### src/rtl/serial_mag_compare_ctrl_pkg.sv
// Shared types and constants for the serial magnitude compare controller.
// Holds the FSM state encoding, the sticky result code and the slice width.
package serial_mag_compare_ctrl_pkg;

   localparam int SLICE_W = 2;

   typedef enum logic [1:0] {
      IDLE = 2'd0,
      CMP  = 2'd1,
      DONE = 2'd2
   } state_t;

   typedef enum logic [1:0] {
      RES_EQ = 2'd0,
      RES_GT = 2'd1,
      RES_LT = 2'd2
   } res_t;

endpackage

### src/rtl/serial_mag_compare_ctrl_greater.sv
// 2-bit unsigned slice comparator: gt_o is high when a_i > b_i.
// The controller uses two copies, one with the operands swapped.
module greater (
   input  logic [1:0] a_i,
   input  logic [1:0] b_i,
   output logic       gt_o
);

   assign gt_o = (a_i > b_i);

endmodule

### src/rtl/serial_mag_compare_ctrl.sv
// Serial magnitude comparator: scans two WIDTH-bit operands one 2-bit slice per cycle,
// most significant slice first, and returns GT/EQ/LT over a valid/ready pair.
//
// Handshake: a transfer happens on a rising edge where valid and ready are both high.
// in_ready is decoded from state only; out_valid and the result flags hold until taken.
module serial_mag_compare_ctrl
   import serial_mag_compare_ctrl_pkg::*;
#(
   parameter  int WIDTH      = 8,
   parameter  bit EARLY_EXIT = 1'b1,
   localparam int SLICES     = WIDTH / 2,
   localparam int CW         = $clog2(SLICES) + 1
) (
   input  logic             clk,
   input  logic             rst,
   input  logic             in_valid,
   output logic             in_ready,
   input  logic [WIDTH-1:0] in_a,
   input  logic [WIDTH-1:0] in_b,
   output logic             out_valid,
   input  logic             out_ready,
   output logic             out_gt,
   output logic             out_eq,
   output logic             out_lt,
   output logic [CW-1:0]    out_slices,
   output logic             busy,
   output logic [1:0]       dbg_state
);

   localparam int IW = (SLICES > 1) ? $clog2(SLICES) : 1;

   state_t                state_q, state_d;
   logic [WIDTH-1:0]      a_q, a_d, b_q, b_d;
   logic [IW-1:0]         idx_q, idx_d;
   logic [CW-1:0]         cnt_q, cnt_d;
   res_t                  res_q, res_d;
   logic                  hit_q, hit_d;

   logic [WIDTH-1:0]      a_sh, b_sh;
   logic [SLICE_W-1:0]    s_a, s_b;
   logic                  g, l;

   // Slice select: shift the current slice down to bit 0.
   assign a_sh = a_q >> {idx_q, 1'b0};
   assign b_sh = b_q >> {idx_q, 1'b0};
   assign s_a  = a_sh[SLICE_W-1:0];
   assign s_b  = b_sh[SLICE_W-1:0];

   greater u_gt_ab (.a_i(s_a), .b_i(s_b), .gt_o(g));
   greater u_gt_ba (.a_i(s_b), .b_i(s_a), .gt_o(l));

   always_ff @(posedge clk) begin
      if (rst) begin
         state_q <= IDLE;
         a_q     <= '0;
         b_q     <= '0;
         idx_q   <= '0;
         cnt_q   <= '0;
         res_q   <= RES_EQ;
         hit_q   <= 1'b0;
      end else begin
         state_q <= state_d;
         a_q     <= a_d;
         b_q     <= b_d;
         idx_q   <= idx_d;
         cnt_q   <= cnt_d;
         res_q   <= res_d;
         hit_q   <= hit_d;
      end
   end

   always_comb begin
      state_d = state_q;
      a_d     = a_q;
      b_d     = b_q;
      idx_d   = idx_q;
      cnt_d   = cnt_q;
      res_d   = res_q;
      hit_d   = hit_q;
      unique case (state_q)
         IDLE: begin
            if (in_valid) begin
               a_d     = in_a;
               b_d     = in_b;
               idx_d   = IW'(SLICES - 1);
               cnt_d   = '0;
               res_d   = RES_EQ;
               hit_d   = 1'b0;
               state_d = CMP;
            end
         end
         CMP: begin
            cnt_d = cnt_q + CW'(1);
            // The first differing slice decides; lower slices never override it.
            if (!hit_q && (g || l)) begin
               hit_d = 1'b1;
               res_d = g ? RES_GT : RES_LT;
            end
            if ((EARLY_EXIT && (g || l)) || (idx_q == '0)) begin
               state_d = DONE;
            end else begin
               idx_d = idx_q - IW'(1);
            end
         end
         DONE: begin
            if (out_ready) state_d = IDLE;
         end
         default: state_d = IDLE;
      endcase
   end

   always_comb begin
      in_ready   = (state_q == IDLE);
      busy       = (state_q != IDLE);
      out_valid  = (state_q == DONE);
      out_gt     = out_valid && (res_q == RES_GT);
      out_eq     = out_valid && (res_q == RES_EQ);
      out_lt     = out_valid && (res_q == RES_LT);
      out_slices = out_valid ? cnt_q : '0;
      dbg_state  = state_q;
   end

endmodule

### config.mk
export PLATFORM = sky130hd
export DESIGN_NAME = serial_mag_compare_ctrl
export DESIGN_NICKNAME = d
export VERILOG_FILES = /design/src/rtl/serial_mag_compare_ctrl_pkg.sv /design/src/rtl/serial_mag_compare_ctrl_greater.sv /design/src/rtl/serial_mag_compare_ctrl.sv
export SDC_FILE = /design/constraint.sdc
export NUM_CORES = 1
export LEC_CHECK = 0
export CORE_ASPECT_RATIO = 1.1
export CORE_UTILIZATION = 40
export CTS_CLUSTER_SIZE = 25
export DETAILED_ROUTE_END_ITERATION = 8
export PLACE_DENSITY = 0.67
export REMOVE_ABC_BUFFERS = 1
export SYNTH_ARGS = -nofsm -noshare
export SYNTH_HDL_FRONTEND = slang
export SYNTH_SLANG_ARGS = --single-unit
### constraint.sdc
create_clock -name clk -period 2.6 [get_ports clk]
set_clock_uncertainty 0.15 [all_clocks]
set_input_delay 0.26 -clock clk [delete_from_list [all_inputs] [get_ports clk]]
set_output_delay 0.26 -clock clk [all_outputs]
set_load 0.1 [all_outputs]
==> run_results.csv, run 1 <==
group,metric,value,unit
logic_synthesis,synth_area_leader_cell,"dfxtp_1",
critical_path,startpoint_type,"flop",
clocking,hold_buffers,0,
placed_design,gp_congestion,0.802,
logic_synthesis,synth_top_area_share,40.9,%
layout,num_antenna_cells,0,
pwr,p_per_area,642,nW/um2
clocking,clock-root-buffer,"clkbuf_4",
logic_synthesis,synth-seq-area-share,40.9,%
detailed_routing,num_vias,1040,
logic_synthesis,synth_seq_cells,26,
worst_hold_path,hp-class,"in2reg",
sta,drv_slew,0,
clocking,cts.repair.resized,0,
floorplan,die_x,55.8,um
detailed_routing,wl_per_cell,12.1,um
logic_synthesis,ys_warn_count,0,
clocking,cts_setup_buffers,0,
layout,fin_nets,194,
detailed_routing,drtIter0Drc,21,
sta,fin_crit,2.42,ns
logic_synthesis,synth_cell_types,34,
grt,grt_pass1_vias,950,
critical_path,path_class,"reg2reg",
critical_path,worst_ep_arrival_time,2.49,ns
logic_synthesis,synthFlopType,"dfxtp_1",
floorplan,die_y,61.2,um
status,outcome,"finished clean",
placed_design,port-buffer-count,30,
critical_path,critical_path.max_fanout,6,
detailed_routing,wl,2.45,mm
sta,hold_viol,0,
layout,drive_gt1_share,15.4,%
clocking,clkTransAtPathRegs,0.15,ns
clocking,cts_buffers,3,
layout,syn_to_final_growth,23.5,%
sta,tightest_slew,0.518,ns
detailed_routing,remaining_drc_errors,0,
clocking,clockBufferDepth,2,
grt,antenna_found_initial,0,
clocking,cts_sinks,26,
sta,finalSetupViolCount,0,
clocking,h-tree-depth,1,
detailed_routing,dr.pass1.iters,4,
floorplan,rows,21,
placed_design,place_area,1540,um2
logic_synthesis,synth_area,1270,um2
placed_design,place_ws,0.199,ns
floorplan,dieArea,3410,um2
detailed_routing,via_per_inst,5.12,
critical_path,crit_required,2.68,ns
floorplan,initial_utilization,41.7,%
layout,stdcell_area,1570,um2
clocking,cts_tree,"built",
sta,rsz0062_at_grt,"false",
layout,fillCellCount,308,
run,cap_violations,0,
grt,grt_use_total,15.0,%
clocking,clock_latency,0.32,ns
floorplan,coreArea,3050,um2
floorplan,top_level_ports,31,
logic_synthesis,synthArstFlopShare,0,%
logic_synthesis,yosys-top-cells-area,"dfxtp_1, nand2_1, a21oi_1, mux4_2, ha_1",
placed_design,dp_hpwl,1.90,mm
logic_synthesis,synth_edf_count,0,
grt,grt_max_degree,23,
logic_synthesis,synth_area_per_cell,8.96,um2
pwr,peakVddDrop,414,uV
sta,setup_ws,0.184,ns
pwr,leakagePower,0.626,nW
sta,fin_crit_sh,92.9,%
grt,gr-total-overflow,0,
critical_path,worst_setup_path_end_kind,"flop",
grt,grt_pass1_wl,4.05,mm
sta,max_freq,414,MHz
detailed_routing,ant_nets,0,
sta,slew_headroom,65.3,%
logic_synthesis,netlist_instances,142,
==> Yosys cell counts (2+ instances only) <==
master,count
a41o_1,2
ha_1,4
nor3b_1,3
a21oi_1,19
dfxtp_1,26
and2_1,3
nand2b_1,2
clkbuf_1,3
or2_2,2
inv_1,8
mux4_2,4
buf_6,4
nor2b_1,2
a31oi_1,2
nand3_1,3
nand3b_1,3
nor3_1,3
nand2_1,33
==> placed cells by master, fill, tap and decap left out <==
cell             instances
nand3_1                  3
nor3b_4                  1
nor4_1                   1
nand2b_1                 2
a32o_1                   1
inv_1                    8
mux4_2                   4
a41o_1                   2
or3b_4                   1
a211o_1                  1
nor2b_1                  2
a311o_1                  1
clkdlybuf4s50_1         19
o31ai_1                  1
nor2_1                   1
ha_1                     4
and2_1                   3
a21oi_1                 19
or2_2                    2
nand3b_1                 3
nand2_1                 33
nand2b_4                 1
a41oi_1                  1
a31oi_1                  2
nor3b_1                  3
o21bai_1                 1
xor2_1                   1
clkbuf_8                 1
dfxtp_1                 26
mux2i_1                  1
clkbuf_4                 3
nor3_1                   3
buf_4                   13
and2_0                   1
==> critical path, cell delays in order (launching register included) <==
cell and delay (ns):
dfxtp_1 0.50, mux4_2 0.56, ha_1 0.28, and2_0 0.25, a211o_1 0.34, a32o_1 0.25
==> stage by stage <==
step | util [%] | hold slack, ns | power, mW | instances | setup TNS [ns]
after floorplan | - | 0.179 | 0.716 | 133 | -6.32
after global placement | 50.4 | 0.299 | 0.806 | 199 | 0
after detailed placement | 50.4 | 0.300 | 0.814 | 199 | 0
after CTS | 51.6 | 0.312 | 1.02 | 203 | 0
after global routing | 51.6 | 0.328 | 1.06 | 203 | 0
final | 51.6 | 0.315 | 1.01 | 203 | 0
==> per-layer routing <==
layer  GRT usage (%)  wire, um  vias up
met2            28.4      1200       26
met5               0         0        -
li1                -         -      545
met1            17.9      1150      467
met3            1.89        86        2
met4            5.36        15        0
==> logic make-up (layout without fill, tap and decap cells) <==
kind of cell / after synthesis / after routing / share of synthesized area, %
AOI/OAI and AO/OA: 29 / 29 / 14.2
adders and majority gates: 4 / 4 / 3.93
buffers and inverters: 17 / 44 / 7.67
xor gates and xnor gates: 1 / 1 / 0.688
muxes: 5 / 5 / 7.87
and+or+nand+nor: 60 / 60 / 24.8
DFF: 26 / 26 / 40.9
==> state kept, by name, summed over array words and instances, names as in the netlist <==
signal and count:
a_q 8, b_q 8, cnt_q 3, dbg_state 2
idx_q 2, res_q 2, hit_q 1
==> area by class of cell <==
| cell class | count | area (um2) | share of cell area (%) |
|---|---|---|---|
| Inverter | 8 | 30.0 | 1.91 |
| Tap cell | 34 | 42.5 | 2.71 |
| Sequential cell | 26 | 520 | 33.1 |
| Timing Repair Buffer | 32 | 288 | 18.3 |
| Clock buffer | 4 | 36.3 | 2.31 |
| Multi-Input combinational cell | 99 | 654 | 41.6 |
==> worst paths after layout <==
| check | start | to | slack [ns] | cells past startpoint |
|---|---|---|---|---|
| setup / recovery | idx_q[0] | res_q[0] | 0.18 | 5 |
| hold / removal | in_b[3] | b_q[3] | 0.32 | 3 |
| setup reg to reg | idx_q[0] | res_q[0] | 0.18 | 5 |
| hold reg to reg | b_q[3] | b_q[3] | 0.32 | 2 |
==> power breakdown <==
part | switching (mW) | internal (mW)
Sequential | 0.0378 | 0.434
Clock | 0.122 | 0.0855
Combinational | 0.204 | 0.124
Total | 0.365 | 0.644
No activity file was read; power rests on OpenSTA's default activity.
==> run 2: changes to the inputs <==
--- a/config.mk
+++ b/config.mk
@@ -7,6 +7,7 @@
 export LEC_CHECK = 0
 export CORE_ASPECT_RATIO = 1.1
 export CORE_UTILIZATION = 40
+export CTS_CLUSTER_DIAMETER = 120
 export CTS_CLUSTER_SIZE = 25
 export DETAILED_ROUTE_END_ITERATION = 8
 export PLACE_DENSITY = 0.67
==> results of run 2 <==
Final layout, timing and power as in run 1 (identical DEF).
